===== src/rtl/clock_divider_bank_pkg.sv =====
// Shared definitions for the divider bank: default sizing, the divisor value
// that means "channel disabled", and the channel-index width helper.
package clock_divider_bank_pkg;

   localparam int DEF_DIV_WIDTH   = 16;
   localparam int DEF_DEFAULT_DIV = 5;
   localparam int DIV_DISABLED    = 0;

   // Width of a channel index; a single-channel bank still gets a 1-bit index.
   function automatic int chan_width(input int n);
      return (n <= 1) ? 1 : $clog2(n);
   endfunction

endpackage


===== src/rtl/clock_divider_channel.sv =====
// One divider channel: terminal counter, pending divisor register and the
// registered clk_out / tick outputs. Divisor changes only take effect at
// cnt=0 boundaries (terminal, restart or sync), so the counter can never sit
// above the active divisor.
module clock_divider_channel
   import clock_divider_bank_pkg::*;
#(
   parameter int DIV_WIDTH   = DEF_DIV_WIDTH,
   parameter int DEFAULT_DIV = DEF_DEFAULT_DIV
) (
   input  logic                 clk_in,
   input  logic                 reset,
   input  logic                 wr_en,
   input  logic                 wr_restart,
   input  logic [DIV_WIDTH-1:0] wr_data,
   input  logic                 sync,
   output logic                 clk_out,
   output logic                 tick
);

   logic [DIV_WIDTH-1:0] cnt, cnt_nxt;
   logic [DIV_WIDTH-1:0] div_active, div_active_nxt;
   logic [DIV_WIDTH-1:0] div_pending, div_pending_nxt;
   logic                 pending_valid, pending_valid_nxt;
   logic                 clk_out_r, clk_out_nxt;
   logic                 tick_r, tick_nxt;
   logic                 disabled;
   logic                 terminal;

   assign disabled = (div_active == DIV_WIDTH'(DIV_DISABLED));
   assign terminal = !disabled && (cnt == div_active - DIV_WIDTH'(1));

   // Next-state: sync beats restart beats terminal/count; a resulting divisor
   // of zero forces the channel quiet in the same edge.
   always_comb begin
      cnt_nxt           = cnt;
      div_active_nxt    = div_active;
      div_pending_nxt   = div_pending;
      pending_valid_nxt = pending_valid;
      clk_out_nxt       = clk_out_r;
      tick_nxt          = 1'b0;
      if (sync) begin
         cnt_nxt     = '0;
         clk_out_nxt = 1'b0;
         if (pending_valid) div_active_nxt = div_pending;
         pending_valid_nxt = 1'b0;
         if (wr_en) div_active_nxt = wr_data;
      end else if (wr_en && wr_restart) begin
         div_active_nxt    = wr_data;
         cnt_nxt           = '0;
         clk_out_nxt       = 1'b0;
         pending_valid_nxt = 1'b0;
      end else if (disabled) begin
         cnt_nxt     = '0;
         clk_out_nxt = 1'b0;
         if (wr_en) div_active_nxt = wr_data;
      end else if (terminal) begin
         cnt_nxt     = '0;
         tick_nxt    = 1'b1;
         clk_out_nxt = ~clk_out_r;
         if (wr_en) begin
            div_active_nxt = wr_data;
         end else if (pending_valid) begin
            div_active_nxt = div_pending;
         end
         pending_valid_nxt = 1'b0;
      end else begin
         cnt_nxt = cnt + DIV_WIDTH'(1);
         if (wr_en) begin
            div_pending_nxt   = wr_data;
            pending_valid_nxt = 1'b1;
         end
      end
      if (div_active_nxt == DIV_WIDTH'(DIV_DISABLED)) begin
         cnt_nxt     = '0;
         clk_out_nxt = 1'b0;
         tick_nxt    = 1'b0;
      end
   end

   // Channel state register with asynchronous clear to the default divisor.
   always_ff @(posedge clk_in or posedge reset) begin
      if (reset) begin
         cnt           <= '0;
         div_active    <= DIV_WIDTH'(DEFAULT_DIV);
         div_pending   <= '0;
         pending_valid <= 1'b0;
         clk_out_r     <= 1'b0;
         tick_r        <= 1'b0;
      end else begin
         cnt           <= cnt_nxt;
         div_active    <= div_active_nxt;
         div_pending   <= div_pending_nxt;
         pending_valid <= pending_valid_nxt;
         clk_out_r     <= clk_out_nxt;
         tick_r        <= tick_nxt;
      end
   end

   assign clk_out = clk_out_r;
   assign tick    = tick_r;

endmodule


===== src/rtl/clock_divider_bank.sv =====
// Bank of independent programmable clock dividers sharing one input clock.
// wr_chan is decoded into per-channel write enables; indices with no channel
// simply match nothing and are dropped.
module clock_divider_bank
   import clock_divider_bank_pkg::*;
#(
   parameter  int CHANNELS    = 4,
   parameter  int DIV_WIDTH   = DEF_DIV_WIDTH,
   parameter  int DEFAULT_DIV = DEF_DEFAULT_DIV,
   localparam int CHAN_W      = chan_width(CHANNELS)
) (
   input  logic                 clk_in,
   input  logic                 reset,
   input  logic                 wr_en,
   input  logic [CHAN_W-1:0]    wr_chan,
   input  logic [DIV_WIDTH-1:0] wr_data,
   input  logic                 wr_restart,
   input  logic                 sync,
   output logic [CHANNELS-1:0]  clk_out,
   output logic [CHANNELS-1:0]  tick
);

   logic [CHANNELS-1:0] chan_wr_en;

   // Write-enable decode: at most one channel selected per cycle.
   always_comb begin
      chan_wr_en = '0;
      for (int k = 0; k < CHANNELS; k++) begin
         chan_wr_en[k] = wr_en && (wr_chan == CHAN_W'(k));
      end
   end

   for (genvar k = 0; k < CHANNELS; k++) begin : g_chan
      clock_divider_channel #(
         .DIV_WIDTH   (DIV_WIDTH),
         .DEFAULT_DIV (DEFAULT_DIV)
      ) u_chan (
         .clk_in     (clk_in),
         .reset      (reset),
         .wr_en      (chan_wr_en[k]),
         .wr_restart (wr_restart),
         .wr_data    (wr_data),
         .sync       (sync),
         .clk_out    (clk_out[k]),
         .tick       (tick[k])
      );
   end

endmodule


===== config.mk =====
export PLATFORM = sky130hd
export DESIGN_NAME = clock_divider_bank
export DESIGN_NICKNAME = d
export VERILOG_FILES = /design/src/rtl/clock_divider_bank_pkg.sv /design/src/rtl/clock_divider_channel.sv /design/src/rtl/clock_divider_bank.sv
export SDC_FILE = /design/constraint.sdc
export NUM_CORES = 1
export LEC_CHECK = 0
export CAP_MARGIN = 20
export CORE_ASPECT_RATIO = 1.5
export CORE_UTILIZATION = 33
export CTS_CLUSTER_DIAMETER = 200
export DETAILED_ROUTE_END_ITERATION = 6
export GPL_TIMING_DRIVEN = 0
export SLEW_MARGIN = 20
export SYNTH_ARGS = -nofsm -noshare
export SYNTH_HDL_FRONTEND = slang
export SYNTH_HIERARCHICAL = 1
export SYNTH_SLANG_ARGS = --single-unit

===== constraint.sdc =====
create_clock -name clk_in -period 5.1 [get_ports clk_in]
set_clock_uncertainty 0.1 [all_clocks]
set_input_delay 0.51 -clock clk_in [delete_from_list [all_inputs] [get_ports clk_in]]
set_output_delay 0.51 -clock clk_in [all_outputs]
set_load 0.01 [all_outputs]

==> impl_results.md, run 1 <==
- Initial antenna violation count: 3
- Drt pass-1 iters: 7
- Share of cells above drive strength 1: 13.2%
- Status: complete, no violations
- GRT overflow: 0
- Routability cong.: 0.939
- Routed Antenna Nets: 0
- Switch share: 33.4%
- Synthesized area per cell: 8.71 um2
- Core Box Area: 0.0470 mm2
- Critical Path RT: 5.42 ns
- Worst Path Arrival: 5.22 ns
- First-pass GRT wire length: 83.2 mm
- Setup crit end kind: flip-flop
- Top-count cell post-synth: nand2_1
- RSZ-0062 raised after global routing: false
- Psw: 1.90 mW
- Max transition margin: 28.2%
- ANT cells: 0
- Core Rows: 97
- Largest cells by area after synthesis: dfrtp_1 (31%), a21oi_1 (5.2%), mux2i_1 (5.2%), nand2_1 (4.9%), mux2_2 (4.8%)
- Gate power share: 28.1%
- EDFF count, synth: 0
- Placed cells: 2434
- Met1 Use GR: 24.3%
- Die ar.: 0.0486 mm2
- Total wire length: 52.8 mm
- Sink Count: 204
- Fmax: 204 MHz
- Setup TNS: 0 ns
- Setup CP Type: flip-flop to flip-flop
- Layout Nets: 1903
- CTS buffer count: 24
- Largest net degree at the start of global routing: 52
- Synth cell count leaders: nand2_1 (206), dfrtp_1 (196), a21oi_1 (165)
- Static leakage: 6.95 nW
- Violation count after the first detailed-route iteration: 1114
- Final period util: 96.0%
- Die W: 180 um
- Vias: 14800
- Synth Flop Type: dfrtp_1
- Int Pwr: 3.78 mW
- Largest area contributor in the netlist: dfrtp_1
- Post-synthesis net count: 1844
- Die Ht: 270 um
- Clk slew on worst S/H paths: 0.06 ns
- Initial Util: 33.5%
- FF+latch count, synth: 204
- Hold path depth: 2
- Met3 Resource Use GR: 2.76%
- I/O Pins: 31
- Final setup violation count: 0
- CTS tree: done
- Pwr/cell area: 320 mW/mm2
- Port buffer count: 30
- Hold Path Class: flip-flop to flip-flop
- Non-Filler Instances: 2480
- Htree depth: 1
- Crit path launch type: flip-flop
- Final HPWL DP: 37.8 mm
- FF-to-FF path depth: 14
- Hold Buf Count CTS: 0
- Clock power share: 35.5%
- Post-synth top area share: 31.1%
- Unique cell type count in the Yosys netlist: 95
- Hold Vio Cnt, Final: 0
- Place WS: -0.337 ns
- Worst-skew pair later-pin latency: 0.55 ns
- Syn Inst Count: 1809
- Slack of the critical path: 0.203 ns
- Clk root buf: clkbuf_16
- Post-DR vias/cell: 5.98
- Synthesis Warnings: 6
- Core Util, Final: 37.9%
- DR WL/cell: 21.3 um
- Area Growth Syn to Fin: 12.8%
- Tot GR Track Use: 21.3%
- Final min period: 4.90 ns
- Clock Tree Buf Depth: 3
- Fillers: 4632
- Number of max-cap violations: 0
- Met2 usage: 38.3%
- Gr busiest metal: met2
- Peak VDD IR: 0.220 mV
- Sequential cell area fraction in the yosys report: 32.5%
- Slew @ Worst Pin: 1.07 ns
- Post-synthesis async set-or-reset flop share: 100%
- Worst Path Max Fanout: 10
- Fin. max-slew vios: 0
- Mapped cell area: 0.0158 mm2
- Vias in the first global route: 15000
- Final routed DRC violation total: 0
- Seq pwr share: 36.5%
stage by stage:
stage | cell area [um2] | hold WS [ns] | power [mW]
after floorplan | 15800 | 0.350 | 3.19
after global placement | 16800 | 0.367 | 3.61
after detailed placement | 16800 | 0.375 | 3.65
after CTS | 17800 | 0.390 | 5.71
after global routing | 17800 | 0.414 | 5.97
final | 17800 | 0.383 | 5.68
cell families (layout without fill, tap and decap cells):
| family | count (synthesis) | in the layout | synth area share (%) |
|---|---|---|---|
| buf+inv | 167 | 244 | 4.95 |
| xor+xnor | 138 | 138 | 7.67 |
| simple gates | 606 | 606 | 20.6 |
| mux | 170 | 170 | 12.0 |
| fa+ha+maj | 12 | 12 | 0.953 |
| flops | 204 | 204 | 32.5 |
| compound gates | 512 | 512 | 21.4 |
layout make-up:
type	count	area (um2)	share of cell area [%]
timing repair buffer	33	333	1.87
multi-input combinational	1438	9880	55.6
inverter	35	139	0.781
sequential	204	5110	28.8
clock buffer	32	702	3.95
clock inverter	12	216	1.22
tap	594	743	4.18
buffer	132	649	3.65
worst max-delay path: stages (launching register included):
cell       delay, ns
dfrtp_1         0.36
buf_2           0.19
inv_1           0.09
ha_1            0.27
or3b_2          0.52
xnor2_1         0.15
or4_1           0.42
a311oi_2        0.36
o2111ai_2       0.37
buf_4           0.31
mux2i_1         0.14
or4_4           0.56
nor4b_4         0.63
buf_6           0.23
a21oi_1         0.07
final timing paths:
kind | start | end | slack, ns
min reg2reg | g_chan[1].u_chan/div_pending[1] | g_chan[1].u_chan/div_pending[1] | 0.38
max in group asynchronous | reset | g_chan[3].u_chan/div_active[0] | 3.72
max reg2reg | g_chan[1].u_chan/div_active[1] | g_chan[1].u_chan/cnt[8] | 0.20
min | g_chan[1].u_chan/div_pending[1] | g_chan[1].u_chan/div_pending[1] | 0.38
max | g_chan[1].u_chan/div_active[1] | g_chan[1].u_chan/cnt[8] | 0.20
min in group asynchronous | reset | g_chan[3].u_chan/div_pending[13] | 0.57
cells in the final DEF, fill, tap and decap left out, drive strengths merged, types with 8 or more instances in the layout:
cell / instances
o211ai: 25
nand3: 70
a221oi: 13
nor2: 88
xnor2: 80
clkdlybuf4s50: 28
a211oi: 32
dfrtp: 196
a22oi: 16
a21oi: 167
nand2: 208
mux2i: 83
nor3: 54
o21a: 25
nor4: 37
or4: 13
xor2: 58
and3: 29
nor4b: 9
a31oi: 16
dfstp: 8
nand4: 27
and2: 9
o41ai: 10
o31ai: 14
inv: 33
o21ai: 105
nor2b: 9
a22o: 14
buf: 54
and4: 9
nor3b: 11
ha: 12
mux2: 87
clkbuf: 115
per-layer routing:
layer	routed length [um]	share of wire [%]
met1	20600	39
met2	26400	50
met3	2970	5.6
met4	2750	5.2
met5	32	0.061
sequential cells by signal, indices dropped and copies added (netlist names):
signal and flops:
g_chan.u_chan/pending_valid 4, g_chan.u_chan/cnt 64, g_chan.u_chan/clk_out 4, g_chan.u_chan/div_active 64
g_chan.u_chan/tick 4, g_chan.u_chan/div_pending 64
timing repair:
action	4_1_cts	5_1_grt
endpoints found under the setup margin	11	28
buffers inserted	0	1
pin swaps	0	2
gates resized for setup	2	3
power by group through the flow:
stage / registers (mW) / clock network, mW / logic [mW]
6_report: 2.07 / 2.02 / 1.59
5_1_grt: 2.10 / 2.13 / 1.74
4_1_cts: 2.07 / 2.07 / 1.57
3_5_place_dp: 2.09 / 0 / 1.56
3_3_place_gp: 2.09 / 0 / 1.52
2_1_floorplan: 2.01 / 0 / 1.18
No activity file was read; power rests on OpenSTA's default activity.
==> run 2, diff against run 1 <==
- ABC_AREA: default -> 1
- CORE_ASPECT_RATIO: 1.5 -> 0.9
- CORE_UTILIZATION: 33 -> 48
==> run 2 against run 1 <==
  * Critical path depth grew 9
  * Synthesized cell count grew 49%
  * Largest power group unchanged
  * Critical endpoint is now g_chan[0].u_chan/cnt[7]
  * Global-route usage grew 8.8 points
  * Largest cell class unchanged
  * Clock power shrank 8%
==> impl_results.md, run 2 <==
- Die W: 201 um (+12%)
- Post-synthesis async set-or-reset flop share: 100% (unchanged)
- Mapped cell area: 0.0172 mm2 (+8.9%)
- Delay-heaviest family, CP: simple AND/OR/NAND/NOR gates
- Vias: 17800 (+20%)
- Synthesis Warnings: 6 (unchanged)
- Synthesized area per cell: 6.39 um2 (-27%)
- Max transition margin: 28.6% (+0.42 points)
- Initial Util: 48.8% (+15 points)
- Setup TNS: 0 ns (unchanged)
- Setup CP Type: flip-flop to flip-flop
- Worst Path Arrival: 4.18 ns (-1.04 ns)
- Peak VDD IR: 0.269 mV (+22%)
- Fin. max-slew vios: 0 (unchanged)
- Commonest non-fill, non-tap cell in the layout: nand2_1
- Slew @ Worst Pin: 1.06 ns (-0.0128 ns)
- I/O Pins: 31 (unchanged)
- Setup Fix Bufs, Post-CTS: 0 (unchanged)
- Sequential cell area fraction in the yosys report: 29.8% (-2.7 points)
- Post-DP Area: 0.0181 mm2 (+7.7%)
- Pwr Total: 5.50 mW (-3.1%)
- Layout Nets: 2784 (+46%)
- Setup crit end kind: flip-flop
- Slack of the critical path: 1.27 ns (+1.06 ns)
- Largest family of logic cells by synthesized area: simple AND/OR/NAND/NOR gates
- Synth cell count leaders: nand2_1 (780), inv_1 (341), nor2_1 (273)
- Slowest-stage cell, CP: dfstp_2
- Top flop regs: g_chan.u_chan/cnt: 64 flops, g_chan.u_chan/div_active: 64 flops, g_chan.u_chan/div_pending: 64 flops
- Hold Path Class: input pin to flip-flop
- Clock Tree Buf Depth: 3 (unchanged)
- Final routed DRC violation total: 0 (unchanged)
- Top-count cell post-synth: nand2_1
- Crit path launch type: flip-flop
- Initial antenna violation count: 1 (-2)
- Synth Area in Compound Gates: 10.5% (-11 points)
- Placed cells: 3189 (+31%)
- Highest-count cells in the layout ignoring fill and taps: nand2_1 (780), inv_1 (337), nor2_1 (273), o21ai_0 (204), dfrtp_1 (196)
- Simple-gate share of the synthesized area: 39.0% (+18 points)
- Fin area: 0.0190 mm2 (+6.7%)
- FF+latch count, synth: 204 (unchanged)
- CP dominant cell by count: nand2_1
- Post-DR vias/cell: 5.50 (-8.1%)
- Final HPWL DP: 42.2 mm (+12%)
- Clk slew on worst S/H paths: 0.06 ns (about the same)
- First-pass GRT wire length: 88.3 mm (+6.1%)
- Tot GR Track Use: 30.1% (+8.8 points)
- RSZ-0062 raised after global routing: false
- Total wire length: 55.2 mm (+4.4%)
- Htree depth: 1 (unchanged)
- Fmax: 261 MHz (+28%)
- Port buffer count: 29 (-3.3%)
- Final min period: 3.83 ns (-1.06 ns)
- Adder-cell share of the synthesized area: 0.875% (-0.078 points)
- Status: complete, no violations
- Hold Vio Cnt, Final: 0 (unchanged)
- Die Ht: 181 um (-33%)
- Place WS: 0.982 ns (+1.32 ns)
- ANT cells: 0 (unchanged)
- Hold Buf Count CTS: 0 (unchanged)
- Synth Area in XOR/XNOR: 5.36% (-2.3 points)
- Final period util: 75.2% (-21 points)
- Syn Inst Count: 2687 (+49%)
- Core Util, Final: 54.0% (+16 points)
- Largest net degree at the start of global routing: 34 (-35%)
- Sink Count: 204 (unchanged)
- Routed Antenna Nets: 0 (unchanged)
- Mux share of post-synthesis cell area: 3.94% (-8.1 points)
- DR WL/cell: 17.0 um (-20%)
- Worst-skew pair later-pin latency: 0.57 ns (+0.02 ns)
- CTS tree: done
- Non-Filler Instances: 3239 (+31%)
- Vias in the first global route: 16500 (+11%)
- Routability cong.: 0.958 (+2.1%)
- Core Rows: 65 (-33%)
- Clk root buf: clkbuf_16
- Number of max-cap violations: 0 (unchanged)
- Post-synth top area share: 28.6% (-2.5 points)
- Largest cells by area after synthesis: dfrtp_1 (29%), nand2_1 (17%), inv_1 (7.5%), nor2_1 (6.0%), o21ai_0 (5.9%)
- Minimum hold slack: 0.321 ns (-0.0621 ns)
- Drt pass-1 iters: 7 (unchanged)
- Gates resized, CTS repair: 0 (-2)
- Pwr/cell area: 290 mW/mm2 (-9.2%)
- Static leakage: 9.20 nW (+32%)
- Core Box Area: 0.0351 mm2 (-25%)
- Die ar.: 0.0365 mm2 (-25%)
- CTS buffer count: 27 (+13%)
- Violation count after the first detailed-route iteration: 1420 (+27%)
- GRT overflow: 0 (unchanged)
- Post-synthesis net count: 2722 (+48%)
- Synth Flop Type: dfrtp_1
- Unique cell type count in the Yosys netlist: 39 (-59%)
- Largest area contributor in the netlist: dfrtp_1
- Critical path cell sequence: inv_2, ha_1, or2_2, nand2_1, nand2_1, nand2_1, nand3_1, nor2_1, nand2_1, nor2_8, nand2_4, buf_6, nand2_1, nand3_1, nand2_1, nand2_1, nand2_1, nand2_1, nor2_1, nand2_1, nor2_4, buf_6, nor2_2
- Share of cells above drive strength 1: 7.44% (-5.8 points)
- CP max stage delay: 0.58 ns (-0.05 ns)
- Buf/Inv on CP: 3 (-1)
- Critical Path RT: 5.45 ns (+0.03 ns)
- Area Growth Syn to Fin: 10.6%
- Final setup violation count: 0 (unchanged)
- EDFF count, synth: 0 (unchanged)
- Worst Path Max Fanout: 10 (unchanged)
run 2: logic make-up after synthesis:
logic type	count (synthesis)
AND/OR/NAND/NOR	1494
adder cells (fa/ha/maj)	12
flip-flops	204
XOR/XNOR	105
buffers and inverters	460
AO/OA/AOI/OAI	352
multiplexers	60
run 2: worst reg2reg max path, stage by stage (launching register included):
cell and delay, ns:
dfstp_2 0.58, inv_2 0.08, ha_1 0.27, or2_2 0.31, nand2_1 0.07, nand2_1 0.05
nand2_1 0.07, nand3_1 0.12, nor2_1 0.12, nand2_1 0.13, nor2_8 0.21, nand2_4 0.13
buf_6 0.17, nand2_1 0.06, nand3_1 0.07, nand2_1 0.06, nand2_1 0.06, nand2_1 0.11
nand2_1 0.12, nor2_1 0.10, nand2_1 0.11, nor2_4 0.33, buf_6 0.24, nor2_2 0.05
run 2: final timing paths:
check / start / endpoint / slack, ns / cells past startpoint
worst max register to register: g_chan[0].u_chan/div_active[0] / g_chan[0].u_chan/cnt[7] / 1.27 / 23
worst min register to register: g_chan[3].u_chan/div_pending[14] / g_chan[3].u_chan/div_pending[14] / 0.39 / 2
min in group asynchronous: reset / g_chan[3].u_chan/clk_out / 0.39 / 2
worst max-delay path: g_chan[0].u_chan/div_active[0] / g_chan[0].u_chan/cnt[7] / 1.27 / 23
max in group asynchronous: reset / g_chan[2].u_chan/div_active[2] / 3.87 / 3
worst min-delay path: sync / g_chan[3].u_chan/div_active[1] / 0.32 / 5
run 2: cell type report:
cell class	instances	area [um2]
timing repair buffer	33	370
inverter	350	1310
multi-input combinational	2023	10200
clock buffer	36	749
buffer	110	493
clock inverter	14	105
fill	3598	16200
sequential	204	5110
tap	469	587
run 2: power breakdown:
part	switching, mW	total [mW]	internal [mW]
sequential	0.234	2.08	1.85
clock	0.772	1.85	1.08
combinational	0.982	1.57	0.588
run 2: layer usage:
| metal | vias up | GRT usage, % | share of wire, % | wire length (um) |
|---|---|---|---|---|
| li1 | 8626 | - | - | - |
| met1 | 8442 | 44.4 | 48 | 26400 |
| met2 | 619 | 45.9 | 43 | 23600 |
| met3 | 114 | 3.91 | 6.6 | 3630 |
| met4 | 0 | 8.82 | 2.8 | 1560 |
| met5 | - | 0 | 0 | 0 |
==> run 3, diff against run 2 <==
- PLACE_DENSITY: default -> 0.66
- clock period: 5.1 -> 3.29 ns (I/O delays scaled with it)
==> run 3 against run 2 <==
  * The run now ends with DRC, setup timing left
  * Clock power is 54% higher
  * Critical path type unchanged
  * Final cell count rose by 1.9%
  * Sequential share of layout area down 1.7 points
  * Core utilization is 3.8 points higher
==> impl_results.md, run 3 (synthesized netlist as in run 2, its figures left out) <==
- Status: finished with violations
- Failing checks: DRC, setup timing
- Slew @ Worst Pin: 0.842 ns (-0.219 ns)
- CP max stage delay: 0.57 ns (about the same)
- Fin. max-slew vios: 0 (unchanged)
- Total wire length: 57.2 mm (+3.7%)
- Final min period: 3.39 ns (-0.445 ns)
- Die Ht: 181 um (unchanged)
- Pwr Total: 8.85 mW (+61%)
- Top flop regs: g_chan.u_chan/cnt: 64 flops, g_chan.u_chan/div_active: 64 flops, g_chan.u_chan/div_pending: 64 flops
- Initial antenna violation count: 1 (unchanged)
- Peak VDD IR: 0.399 mV (+49%)
- Non-Filler Instances: 3300 (+1.9%)
- Largest net degree at the start of global routing: 52 (+53%)
- Die ar.: 0.0365 mm2 (unchanged)
- ANT cells: 0 (unchanged)
- DR WL/cell: 17.3 um (+1.8%)
- Delay-heaviest family, CP: simple AND/OR/NAND/NOR gates
- Routability cong.: 0.947 (-1.1%)
- Slack of the critical path: -0.0989 ns (-1.36 ns)
- GRT overflow: 0 (unchanged)
- Worst Path Max Fanout: 5 (-5)
- Layout Nets: 2847 (+2.3%)
- Area Growth Syn to Fin: 18.3%
- Die W: 201 um (unchanged)
- Setup CP Type: flip-flop to flip-flop
- Final HPWL DP: 41.7 mm (-1.4%)
- Fillers: 3462 (-3.8%)
- Post-DR vias/cell: 5.58 (+1.5%)
- Clk slew on worst S/H paths: 0.06 ns (about the same)
- Worst-skew pair later-pin latency: 0.56 ns (about the same)
- Hold Buf Count CTS: 0 (unchanged)
- Share of cells above drive strength 1: 15.4% (+8.0 points)
- I/O Pins: 31 (unchanged)
- Violation count after the first detailed-route iteration: 1772 (+25%)
- Final setup violation count: 36 (+36)
- Htree depth: 1 (unchanged)
- Tot GR Track Use: 30.5% (+0.33 points)
- CTS buffer count: 26 (-3.7%)
- Core Util, Final: 57.8% (+3.8 points)
- Vias: 18400 (+3.4%)
- Core Rows: 65 (unchanged)
- Final routed DRC violation total: 1 (+1)
- Initial Util: 48.8% (unchanged)
- Number of max-cap violations: 0 (unchanged)
- Clock Tree Buf Depth: 3 (unchanged)
- Clk root buf: clkbuf_16
- Hold Path Class: input pin to flip-flop
- Port buffer count: 29 (unchanged)
- First-pass GRT wire length: 89.6 mm (+1.6%)
- Buf/Inv on CP: 5 (+2)
- Routed Antenna Nets: 0 (unchanged)
- Crit path launch type: flip-flop
- CTS tree: done
- Fmax: 295 MHz (+13%)
- Setup crit end kind: flip-flop
- Vias in the first global route: 16900 (+2.0%)
- Setup TNS: -1.89 ns (-1.89 ns)
- Core Box Area: 0.0351 mm2 (unchanged)
- Final period util: 103% (+28 points)
- Post-DP Area: 0.0181 mm2 (about the same)
- Place WS: -0.550 ns (-1.53 ns)
- Worst Path Arrival: 3.74 ns (-0.44 ns)
- Slowest-stage cell, CP: dfstp_2
- Fin area: 0.0203 mm2 (+7.0%)
- Static leakage: 9.61 nW (+4.4%)
- Minimum hold slack: 0.152 ns (-0.169 ns)
- Critical Path RT: 3.64 ns (-1.81 ns)
- Placed cells: 3188 (-0.031%)
- Hold Vio Cnt, Final: 0 (unchanged)
- Drt pass-1 iters: 7 (unchanged)
- Max transition margin: 43.7% (+15 points)
- Highest-count cells in the layout ignoring fill and taps: nand2_1 (727), inv_1 (324), o21ai_0 (201), nor2_1 (199), dfrtp_1 (194)
- RSZ-0062 raised after global routing: true
- Sink Count: 204 (unchanged)
- Pwr/cell area: 436 mW/mm2 (+50%)
- Commonest non-fill, non-tap cell in the layout: nand2_1
==> run 3: per-layer routing <==
layer  track usage [%]  share of wire (%)  up-vias
li1                  -                  -     8789
met2              48.2                 45      760
met4              7.73                2.3        0
met3              3.80                7.7       98
met1              44.0                 45     8754
met5                 0                  0        -
==> run 3: final cells by class <==
class / instances / area [um2] / area share [%]
inverter: 350 / 1330 / 6.55
sequential: 204 / 5120 / 25.2
buffer: 107 / 526 / 2.59
clock inverter: 6 / 57.6 / 0.284
multi-input combinational: 2023 / 10900 / 53.6
clock buffer: 41 / 778 / 3.83
timing repair buffer: 100 / 1030 / 5.07
tap: 469 / 587 / 2.89
==> run 3: final timing paths <==
check	start	to	slack (ns)	depth (start not counted)
worst max-delay path	g_chan[3].u_chan/div_active[0]	g_chan[3].u_chan/cnt[11]	-0.1	25
worst min-delay path	sync	g_chan[0].u_chan/div_active[3]	0.15	5
worst max register to register	g_chan[3].u_chan/div_active[0]	g_chan[3].u_chan/cnt[11]	-0.1	25
worst min register to register	g_chan[2].u_chan/div_pending[14]	g_chan[2].u_chan/div_pending[14]	0.39	2
max in group asynchronous	reset	g_chan[1].u_chan/div_active[0]	2.16	3
min in group asynchronous	reset	g_chan[3].u_chan/div_pending[1]	0.27	2
==> run 3: tightest hold or removal path, stage by stage <==
cell and delay (ns):
clkbuf_1 0.18, a21oi_1 0.06, nand2_1 0.07, nand2_1 0.07
inv_1 0.06
==> run 3: what timing repair did <==
item | CTS | global route
resized for setup | 51 | 195
buffers inserted | 31 | 31
pin swaps | 16 | 91
setup endpoints to repair | 113 | 101
cloned | 3 | 4
==> run 3: where the power goes <==
group	internal [mW]	switching, mW
Clock	1.69	1.16
Sequential	2.87	0.393
Combinational	1.09	1.66
Total	5.64	3.21
==> patch, RTL diff (flow settings as in run 2) <==
Add an input register stage for `wr_en`, `wr_chan`, `wr_data`, `wr_restart` and `sync`; this delays them by one clock.
--- a/src/rtl/clock_divider_bank.sv
+++ b/src/rtl/clock_divider_bank.sv
@@ -20,13 +20,27 @@
    output logic [CHANNELS-1:0]  tick
 );
 
+   logic wr_en_q;
+   logic [CHAN_W-1:0] wr_chan_q;
+   logic [DIV_WIDTH-1:0] wr_data_q;
+   logic wr_restart_q;
+   logic sync_q;
+
+   always_ff @(posedge clk_in) begin
+      wr_en_q      <= wr_en;
+      wr_chan_q    <= wr_chan;
+      wr_data_q    <= wr_data;
+      wr_restart_q <= wr_restart;
+      sync_q       <= sync;
+   end
+
    logic [CHANNELS-1:0] chan_wr_en;
 
    // Write-enable decode: at most one channel selected per cycle.
    always_comb begin
       chan_wr_en = '0;
       for (int k = 0; k < CHANNELS; k++) begin
-         chan_wr_en[k] = wr_en && (wr_chan == CHAN_W'(k));
+         chan_wr_en[k] = wr_en_q && (wr_chan_q == CHAN_W'(k));
       end
    end
 
@@ -38,9 +52,9 @@
          .clk_in     (clk_in),
          .reset      (reset),
          .wr_en      (chan_wr_en[k]),
-         .wr_restart (wr_restart),
-         .wr_data    (wr_data),
-         .sync       (sync),
+         .wr_restart (wr_restart_q),
+         .wr_data    (wr_data_q),
+         .sync       (sync_q),
          .clk_out    (clk_out[k]),
          .tick       (tick[k])
       );
Formal check against the unedited RTL: not equivalent (a bounded check fails within 4 cycles, from zero or initial values and one cycle with reset high).
==> patch against run 2 <==
- total power rose by 27%
- area after synthesis rose by 7.0%
- via count rose by 3.4%
- sequential cell count rose by 21
- global-route usage rose by 0.27 points
- critical path depth fell by 11
- wire length rose by 7.1%
- final area rose by 7.0%
- worst setup slack improved by 0.11 ns
==> patch: results (changes against run 2) <==
GR Util All Layers 30.4% (+0.27 points); Synth cell types 52 (+33%); initial antenna violation count 0 (-1); first-pass GRT wire length 95300 um (+8.0%); top cells by count, synth nand2_1 (695), nor2_1 (274), o21ai_0 (252); hold path cells 1 (-4); Post-synth ARST share 90.7% (-9.3 points); Leakage 0.00963 uW (+4.7%); Power Total 6970 uW (+27%); adder-cell area share of the yosys netlist 0.818% (-0.057 points); Clk power 2200 uW (+19%); Final Core Density 54.2% (+0.20 points); status finished, final reports clean; syn avg cell area 6.78 um2 (+6.2%); Max VDD drop 0.250 mV (-7.0%); vias in the first global route 17700 (+6.8%); non-filler cells in the finished layout 3271 (+0.99%); Synth area leaders dfrtp_1 (27%), nand2_1 (14%), o21ai_0 (6.9%); Synth Net Count 2742 (+0.73%); Worst-Margin Slew 0.920 ns (-0.141 ns); dpl cells 3221 (+1.0%); sequential logic power 2350 uW (+13%); Starting DRT DRC Count 1789 (+26%); DP Wirelength 44100 um (+4.4%); First-pass DRT Iterations 5 (-2); worst reg-to-reg path cell count 12 (-48%); layout cells sized above 1 13.2% (+5.7 points); switch share 38.9% (+2.8 points); Seq/Total Area, Yosys 30.1% (+0.34 points); worst path arrival time 4.04 ns (-0.14 ns); Vias/cell 5.63 (+2.4%); Compound-Gate Fraction of Synth Area 14.0% (+3.5 points); pre-CTS setup slack 1.49 ns (+0.506 ns); final wirelength 59100 um (+7.1%); placed instance area 0.0193 mm2 (+6.5%); routability congestion estimate 0.913 (-4.7%)
==> patch: changes by cell type after synthesis, sizes merged, moves of 19 or more <==
cell / delta
nand2: -19
nand3: +31
nor2: +50
o21a: +40
and2: -63
nor4: +22
o21ai: +46
mux2: -42
dfxtp: +21
inv: -82
a21boi: +22
==> patch: logic make-up after synthesis <==
logic type | after synthesis
simple gates | 1512
compound gates | 450
buf+inv | 391
flops | 225
xor+xnor | 99
mux | 18
fa+ha+maj | 12
==> patch: per-layer routing <==
metal  share of wire, %  GRT usage (%)  up-vias
li1                   -              -     8872
met4                2.5           8.26        0
met5                  0              0        -
met2                 42           46.0      772
met3                7.8           4.25      120
met1                 47           45.1     8651
==> patch: area by class of cell <==
| cell class | count | share of cell area [%] |
|---|---|---|
| clock buffer | 32 | 3.67 |
| antenna | 1 | 0.0123 |
| buffer | 120 | 3.26 |
| sequential | 225 | 27.3 |
| inverter | 271 | 5.05 |
| tap | 483 | 2.98 |
| timing repair buffer | 31 | 1.58 |
| multi-input combinational | 2091 | 54.9 |
| clock inverter | 17 | 1.32 |
==> patch: worst paths after layout <==
check	slack (ns)	to	startpoint
max in group asynchronous	3.75	g_chan[0].u_chan/div_active[2]	reset
worst min-delay path	0.29	wr_data_q[2]	wr_data[2]
worst min register to register	0.39	g_chan[3].u_chan/div_pending[12]	g_chan[3].u_chan/div_pending[12]
worst max-delay path	1.37	g_chan[1].u_chan/div_pending[9]	wr_chan_q[1]
worst max register to register	1.37	g_chan[1].u_chan/div_pending[9]	wr_chan_q[1]
min in group asynchronous	0.53	g_chan[0].u_chan/div_active[9]	reset
